File: src/rtl/key_entry_acc.sv
// Keypad entry accumulator: edits an up-to-DIGITS decimal entry from key
// strobes and, on ENTER, converts the BCD entry to binary MSD first.
module key_entry_acc #(
  parameter int unsigned DIGITS  = 3,
  parameter int unsigned DW      = 10,
  parameter logic [3:0]  KEY_BS  = 4'hB,
  parameter logic [3:0]  KEY_CLR = 4'hC,
  parameter logic [3:0]  KEY_ENT = 4'hE
) (
  input  logic                           clk,
  input  logic                           rst_n,
  input  logic [3:0]                     din,
  input  logic                           din_vld,
  output logic [DW-1:0]                  dout,
  output logic                           dout_vld,
  output logic [4*DIGITS-1:0]            bcd,
  output logic [$clog2(DIGITS+1)-1:0]    dig_cnt,
  output logic                           busy,
  output logic                           ovf
);

  localparam int unsigned BW = 4 * DIGITS;
  localparam int unsigned CW = $clog2(DIGITS + 1);
  localparam int unsigned IW = (DIGITS > 1) ? $clog2(DIGITS) : 1;

  typedef enum logic {
    IDLE = 1'b0,
    CONV = 1'b1
  } state_e;

  state_e          state_q,    state_d;
  logic [BW-1:0]   bcd_q,      bcd_d;
  logic [CW-1:0]   cnt_q,      cnt_d;
  logic [BW-1:0]   shadow_q,   shadow_d;
  logic [DW-1:0]   acc_q,      acc_d;
  logic [IW-1:0]   idx_q,      idx_d;
  logic [DW-1:0]   dout_q,     dout_d;
  logic            dout_vld_q, dout_vld_d;
  logic            ovf_q,      ovf_d;

  logic [3:0]      digit;
  logic [DW-1:0]   acc_mul10;
  logic [DW-1:0]   acc_nxt;

  // Multiply-by-ten as shift-add, then fold in the digit selected by idx_q.
  always_comb begin
    digit     = 4'(shadow_q >> {idx_q, 2'b00});
    acc_mul10 = (acc_q << 3) + (acc_q << 1);
    acc_nxt   = acc_mul10 + DW'(digit);
  end

  // Next-state and output decode; pulses default low every cycle.
  always_comb begin
    state_d    = state_q;
    bcd_d      = bcd_q;
    cnt_d      = cnt_q;
    shadow_d   = shadow_q;
    acc_d      = acc_q;
    idx_d      = idx_q;
    dout_d     = dout_q;
    dout_vld_d = 1'b0;
    ovf_d      = 1'b0;

    case (state_q)
      IDLE: begin
        if (din_vld) begin
          if (din <= 4'd9) begin
            if (cnt_q < CW'(DIGITS)) begin
              bcd_d = BW'({bcd_q, din});
              cnt_d = cnt_q + CW'(1);
            end else begin
              ovf_d = 1'b1;
            end
          end else if (din == KEY_BS) begin
            if (cnt_q != '0) begin
              bcd_d = bcd_q >> 4;
              cnt_d = cnt_q - CW'(1);
            end
          end else if (din == KEY_CLR) begin
            bcd_d = '0;
            cnt_d = '0;
          end else if (din == KEY_ENT) begin
            state_d  = CONV;
            acc_d    = '0;
            idx_d    = IW'(DIGITS - 1);
            shadow_d = bcd_q;
          end
        end
      end
      CONV: begin
        acc_d = acc_nxt;
        if (idx_q == '0) begin
          dout_d     = acc_nxt;
          dout_vld_d = 1'b1;
          bcd_d      = '0;
          cnt_d      = '0;
          state_d    = IDLE;
        end else begin
          idx_d = idx_q - IW'(1);
        end
      end
      default: state_d = IDLE;
    endcase
  end

  // State and datapath registers.
  always_ff @(posedge clk or negedge rst_n) begin
    if (!rst_n) begin
      state_q    <= IDLE;
      bcd_q      <= '0;
      cnt_q      <= '0;
      shadow_q   <= '0;
      acc_q      <= '0;
      idx_q      <= '0;
      dout_q     <= '0;
      dout_vld_q <= 1'b0;
      ovf_q      <= 1'b0;
    end else begin
      state_q    <= state_d;
      bcd_q      <= bcd_d;
      cnt_q      <= cnt_d;
      shadow_q   <= shadow_d;
      acc_q      <= acc_d;
      idx_q      <= idx_d;
      dout_q     <= dout_d;
      dout_vld_q <= dout_vld_d;
      ovf_q      <= ovf_d;
    end
  end

  assign dout     = dout_q;
  assign dout_vld = dout_vld_q;
  assign bcd      = bcd_q;
  assign dig_cnt  = cnt_q;
  assign busy     = (state_q == CONV);
  assign ovf      = ovf_q;

endmodule

File: config.mk
export PLATFORM = sky130hd
export DESIGN_NAME = key_entry_acc
export DESIGN_NICKNAME = d
export VERILOG_FILES = /design/src/rtl/key_entry_acc.sv
export SDC_FILE = /design/constraint.sdc
export NUM_CORES = 1
export LEC_CHECK = 0
export BUFFER_PORTS_ARGS = -buffer_cell sky130_fd_sc_hd__buf_2
export CAP_MARGIN = 20
export CORE_MARGIN = 4
export CORE_UTILIZATION = 57
export DETAILED_ROUTE_END_ITERATION = 10
export PLACE_DENSITY = 0.79
export SLEW_MARGIN = 20
export SYNTH_ARGS = -nofsm -noshare
export SYNTH_HDL_FRONTEND = slang
export SYNTH_SLANG_ARGS = --single-unit
File: constraint.sdc
create_clock -name clk -period 3.78 [get_ports clk]
set_input_delay 0.189 -clock clk [delete_from_list [all_inputs] [get_ports clk]]
set_output_delay 0.189 -clock clk [all_outputs]
set_load 0.01 [all_outputs]
==> impl_metrics.json, run 1 <==
{
  "cp-end-kind": "flip-flop",
  "tritoncts": "yes",
  "grt-ovfl-total": 0,
  "crit_chain": "mux2i_1 > nor2_1 > a21oi_1 > fa_1 > fa_1 > nor2b_1 > o31a_1 > o21a_1 > o21ai_0 > a32o_1",
  "crit_path_max_fanout": 7,
  "timing.rr.end": "acc_q[8]$_DFFE_PN0P_",
  "setup_tns_ns": 0,
  "synth_top_cell_by_area": "dfrtp_1",
  "synthArstFlopShare_pct": 100,
  "r2r_slack_ns": 0.84,
  "clock_path_buffers": 2,
  "drcViolationCount": 0,
  "fin_area_sq_um": 2830,
  "synthTopCellsByArea": "dfrtp_1 (49%), ha_1 (8.4%), mux2_2 (7.1%), nand2_1 (5.2%), o21ai_0 (4.3%)",
  "wirelength_um": 5050,
  "synthDistinctLibCells": 40,
  "crit_required_ns": 3.98,
  "area_growth_pct": 11.8,
  "ys.flop_type": "dfrtp_1",
  "drt_iter0_markers": 131,
  "grt_pass1_wl_um": 8540,
  "wire_per_inst_um": 16.0,
  "hold_end": "ovf$_DFF_PN0_",
  "detailed_place.area_sq_um": 2720,
  "routabilityCongestion": 0.824,
  "worst_slew_pin_slew_ns": 0.987,
  "rsz0062_at_grt": "no",
  "die_y_um": 74.7,
  "irDropWorstVdd_mv": 0.495,
  "path_buf_inv": 0,
  "cp_slowest_stage_delay_ns": 0.53,
  "avgSynthCellArea_sq_um": 10.9,
  "power_density_nw_per_um2": 733,
  "criticalPathCategory": "reg -> reg",
  "finalHoldViolCount": 0,
  "synth_top_area_share_pct": 49.4,
  "slew_headroom_pct": 34.0,
  "p_leak_nw": 1.48,
  "rr_worst_depth": 10,
  "post-route-util_pct": 68.3,
  "clock_sinks": 50,
  "hold_path.class": "in -> reg",
  "ctsHtreeMaxLevel": 2,
  "netlist_area_sq_um": 2530,
  "start_util_pct": 61.1,
  "period_needed_ns": 2.94,
  "drive_gt1_share_pct": 23.7,
  "cts_resized": 0,
  "finClkSkew_ns": 0.00607,
  "status": "finished, final reports clean",
  "ys_seq_area_share_pct": 49.4,
  "cap_violations": 0,
  "path_delay_family": "adder cells",
  "cts_buffers": 5,
  "drv_slew": 0,
  "die_x_um": 74.7,
  "grt_pass1_vias": 1753,
  "cp_data_arrival_time_ns": 3.14,
  "dp.final_hpwl_um": 3560,
  "rows": 23,
  "worst_path_max_delay_cell": "dfrtp_1",
  "drtAntennaViolNets": 0,
  "placed_cells": 307,
  "ys_ff_latch": 50,
  "fin_nets": 291,
  "r2r-start": "idx_q[1]$_DFFE_PN0P_",
  "vias": 1808,
  "stdcell_count": 316,
  "num_antenna_cells": 0,
  "whs_path_depth": 2,
  "clock-root-buffer": "clkbuf_8",
  "grt_usage_pct": 20.7,
  "setup_viol": 0,
  "period_share_pct": 77.7,
  "synth_edf_count": 0,
  "synth_nets": 259,
  "max_freq_mhz": 340,
  "dr.pass1.iters": 4,
  "antenna_found_initial": 0,
  "synthCells": 233,
  "min_from": "din_vld",
  "startpoint_type": "flip-flop",
  "core_area_sq_um": 4140,
  "clk_pin_slew_ns": 0.09,
  "crit_top_cell": "fa_1",
  "place.port_buffers": 33,
  "dieArea_sq_um": 5570,
  "clock_latency_ns": 0.31,
  "grt_max_degree": 51,
  "avgViaCountPerCell": 5.72,
  "yosys_warnings": 0,
  "ioPinCount": 34
}
## cells in the mapped netlist (3+ instances only)
library cell,n
mux2i_1,6
buf_2,3
o21a_1,3
mux2_2,16
a21o_1,3
xnor2_1,4
dfrtp_1,50
o21ai_0,22
nor2b_1,3
ha_1,17
inv_1,12
clkbuf_1,5
nand2_1,35
a22oi_1,7
nand3_1,3
a21oi_1,5
nor2_1,7
a22o_1,7
## power by group
part	switching (mW)	internal, mW	leakage, nW
registers	0.186	0.725	0.671
clock network	0.176	0.148	0.0482
logic	0.459	0.381	0.765
## cell type report
cell class              instances  area, sq um
clock inverters                 1         5.00
well taps                      50         62.6
multi-input cells             160         1190
repair buffers                 35          185
flip-flops and latches         50         1250
inverters                      13         48.8
clock buffers                   7         86.3
fillers                       327         1310
## cells in the final DEF (no fill, tap or decap), drive strengths merged, types with 2 or more instances in the layout
master and n:
a21o 3, a21oi 5, a22o 7, a22oi 7, buf 34, clkbuf 7
dfrtp 50, fa 2, ha 17, inv 13, mux2 16, mux2i 6
nand2 35, nand2b 2, nand3 3, nor2 7, nor2b 3, nor3 2
o21a 3, o21ai 22, xnor2 4, xor2 2
## metrics by stage
stage                     setup WS, ns  total power [mW]  hold slack [ns]
after detailed placement         0.880              1.76            0.445
after CTS                        0.842              2.09            0.119
after floorplan                   1.05              1.49           -0.107
after global placement            1.03              1.73            0.445
after global routing             0.641              2.25            0.191
final                            0.842              2.08            0.174
## routing by layer
metal  global-route usage [%]  part of all wire, %  up-vias
met4                     8.10                 0.83        0
met3                     4.41                  4.3        4
li1                         -                    -      882
met5                        0                    0        -
met1                     30.1                   48      888
met2                     30.4                   47       34
## sequential cells by signal, indices dropped and copies added, names as in the netlist
name	count
bcd	12
shadow_q	12
dout	10
acc_q	9
dig_cnt	2
idx_q	2
busy	1
dout_vld	1
ovf	1
## worst max path at each step
| stage | from | to | cells after the start |
|---|---|---|---|
| floorplan | idx_q[1]$_DFFE_PN0P_ | acc_q[8]$_DFFE_PN0P_ | 11 |
| global placement | idx_q[1]$_DFFE_PN0P_ | acc_q[8]$_DFFE_PN0P_ | 10 |
| detailed placement | idx_q[1]$_DFFE_PN0P_ | acc_q[8]$_DFFE_PN0P_ | 10 |
| CTS | idx_q[1]$_DFFE_PN0P_ | acc_q[8]$_DFFE_PN0P_ | 10 |
| global route | idx_q[1]$_DFFE_PN0P_ | acc_q[8]$_DFFE_PN0P_ | 10 |
| finish | idx_q[1]$_DFFE_PN0P_ | acc_q[8]$_DFFE_PN0P_ | 10 |
## kinds of logic after synthesis
logic type                 synth area share, %
AOI/OAI and AO/OA                         14.9
xor gates and xnor gates                  2.08
adders and majority gates                 9.98
buffers and inverters                     3.85
DFF                                       49.4
muxes                                     9.49
and+or+nand+nor                           10.3
## timing repair
item / in CTS / in global routing
hold buffers: 0 / 1
endpoints found under the hold margin: 0 / 50
buffers inserted: 0 / 0
No activity file was read; power rests on OpenSTA's default activity.
==> run 2: changes to the inputs <==
--- a/config.mk
+++ b/config.mk
@@ -8,9 +8,9 @@
 export BUFFER_PORTS_ARGS = -buffer_cell sky130_fd_sc_hd__buf_2
 export CAP_MARGIN = 20
 export CORE_MARGIN = 4
-export CORE_UTILIZATION = 57
+export CORE_UTILIZATION = 51
 export DETAILED_ROUTE_END_ITERATION = 10
-export PLACE_DENSITY = 0.79
+export PLACE_DENSITY = 0.75
 export SLEW_MARGIN = 20
 export SYNTH_ARGS = -nofsm -noshare
 export SYNTH_HDL_FRONTEND = slang
==> constraint.sdc (replaced) <==
create_clock -name clk -period 2.43 [get_ports clk]
set_input_delay 0.1215 -clock clk [delete_from_list [all_inputs] [get_ports clk]]
set_output_delay 0.1215 -clock clk [all_outputs]
set_load 0.01 [all_outputs]
==> impl_metrics.json, run 2 (synthesized netlist as in run 1, its figures left out) <==
{
  "crit_path_max_fanout": 5,
  "setup_tns_ns": -1.25,
  "grt_max_degree": 33,
  "detailed_place.area_sq_um": 2900,
  "rsz0062_at_grt": "yes",
  "cp_data_arrival_time_ns": 2.97,
  "multi_input_area_sq_um": 1270,
  "mostFrequentLayoutCell": "dfrtp_1",
  "seq_power_share_pct": 36.9,
  "drtAntennaViolNets": 0,
  "status": "finished with violations",
  "clock_sinks": 50,
  "clock-root-buffer": "clkbuf_8",
  "cp-end-kind": "flip-flop",
  "p_sw_share_pct": 37.6,
  "grt_pass1_wl_um": 9510,
  "busiest_layer": "met2",
  "clock_latency_ns": 0.31,
  "worst_path_max_delay_cell": "fa_1",
  "period_needed_ns": 2.77,
  "crit_chain": "mux2i_1 > nor2_1 > a21oi_2 > fa_1 > fa_2 > nor2b_2 > o31a_1 > o21a_1 > or3_4 > a32o_1",
  "cap_violations": 0,
  "use_met2_pct": 34.0,
  "fin_nets": 315,
  "antenna_found_initial": 0,
  "grt-ovfl-total": 0,
  "wire_per_inst_um": 15.9,
  "drcViolationCount": 0,
  "crit_required_ns": 2.63,
  "setup_slack_ns": -0.339,
  "fillCellCount": 386,
  "clock_path_buffers": 2,
  "ctsHtreeMaxLevel": 2,
  "rows": 25,
  "cp_slowest_stage_delay_ns": 0.55,
  "power.total_mw": 3.76,
  "use_met1_pct": 24.2,
  "clk_pin_slew_ns": 0.10,
  "placed_cells": 343,
  "setup_viol": 10,
  "dp_slack_ns": -0.295,
  "p_comb_share_pct": 44.5,
  "period_share_pct": 114,
  "p_int_mw": 2.35,
  "drv_slew": 0,
  "wirelength_um": 5660,
  "r2r_slack_ns": -0.34,
  "startpoint_type": "flip-flop",
  "grt_use_met3_pct": 4.13,
  "max_freq_mhz": 361,
  "dieArea_sq_um": 6160,
  "ioPinCount": 34,
  "power_density_nw_per_um2": 1190,
  "dp.final_hpwl_um": 3980,
  "drt_iter0_markers": 60,
  "finClkSkew_ns": 0.0164,
  "finalHoldViolCount": 0,
  "start_util_pct": 53.3,
  "avgViaCountPerCell": 5.36,
  "drive_gt1_share_pct": 34.8,
  "num_antenna_cells": 0,
  "stdcell_count": 357,
  "path_delay_family": "adder cells",
  "die_x_um": 78.5,
  "routabilityCongestion": 0.860,
  "criticalPathCategory": "reg -> reg",
  "final_cell_mix": "dfrtp_1 (49), nand2_1 (35), buf_2 (33)",
  "grt_pass1_vias": 1988,
  "path_buf_inv": 0,
  "p_clk_share_pct": 18.6,
  "worst_slew_pin_slew_ns": 0.418,
  "dr.pass1.iters": 4,
  "die_y_um": 78.5,
  "slew_headroom_pct": 72.2,
  "vias": 1912,
  "place.port_buffers": 33,
  "fin_area_sq_um": 3160,
  "irDropWorstVdd_mv": 0.550,
  "area_growth_pct": 24.8,
  "grt_usage_pct": 19.8,
  "hold_path.class": "in -> reg",
  "core_area_sq_um": 4750,
  "tritoncts": "yes",
  "ff_latch_area_sq_um": 1250,
  "netSwitchingPower_mw": 1.41,
  "p_leak_nw": 1.62,
  "cts_buffers": 5,
  "violations": "negative setup slack"
}
==> run 2: changes by cell type in the layout (fill, tap and decap cells not counted), sizes merged <==
cell	before	now
buf	34	58
bufinv	0	2
clkbuf	7	5
==> run 2: stage by stage <==
stage | util (%) | hold WS, ns
2_1_floorplan | - | -0.174
3_3_place_gp | 60.9 | 0.0791
3_5_place_dp | 60.9 | 0.0819
4_1_cts | 65.1 | 0.0915
5_1_grt | 66.4 | 0.104
6_report | 66.4 | 0.102
==> run 2: power groups by stage <==
stage / registers [mW] / logic, mW / clock network (mW)
floorplan: 1.41 / 0.935 / 0
global placement: 1.38 / 1.48 / 0
detailed placement: 1.40 / 1.52 / 0
CTS: 1.39 / 1.60 / 0.715
global route: 1.43 / 1.85 / 0.747
finish: 1.39 / 1.67 / 0.702
==> run 2: final cells by class <==
class                           count  area share, %
Multi-Input combinational cell    160           40.2
Sequential cell                    50           39.6
Timing Repair Buffer               59           11.5
Tap cell                           67           2.65
Clock buffer                        5           2.18
Clock inverter                      3           2.18
Inverter                           13           1.62
==> run 2: per-layer routing <==
metal | up-vias | wire [um]
met3 | 12 | 193
met4 | 0 | 129
met5 | - | 0
li1 | 926 | -
met2 | 39 | 2890
met1 | 935 | 2450
==> run 2: what timing repair did <==
action | in CTS | in global routing
pin swaps | 3 | 5
gates resized for setup | 10 | 8
setup buffers | 3 | 3
hold endpoints to repair | 18 | 0
setup endpoints to repair | 8 | 11
hold buffers | 1 | 0
==> run 2: path summary, 6_finish.rpt <==
check | from | endpoint | cells past startpoint
setup reg to reg | idx_q[1]$_DFFE_PN0P_ | acc_q[8]$_DFFE_PN0P_ | 10
min in group asynchronous | rst_n | dout[8]$_DFFE_PN0P_ | 2
max in group asynchronous | rst_n | idx_q[1]$_DFFE_PN0P_ | 3
hold reg to reg | dout[6]$_DFFE_PN0P_ | dout[6]$_DFFE_PN0P_ | 2
hold / removal | din_vld | ovf$_DFF_PN0_ | 2
setup / recovery | idx_q[1]$_DFFE_PN0P_ | acc_q[8]$_DFFE_PN0P_ | 10
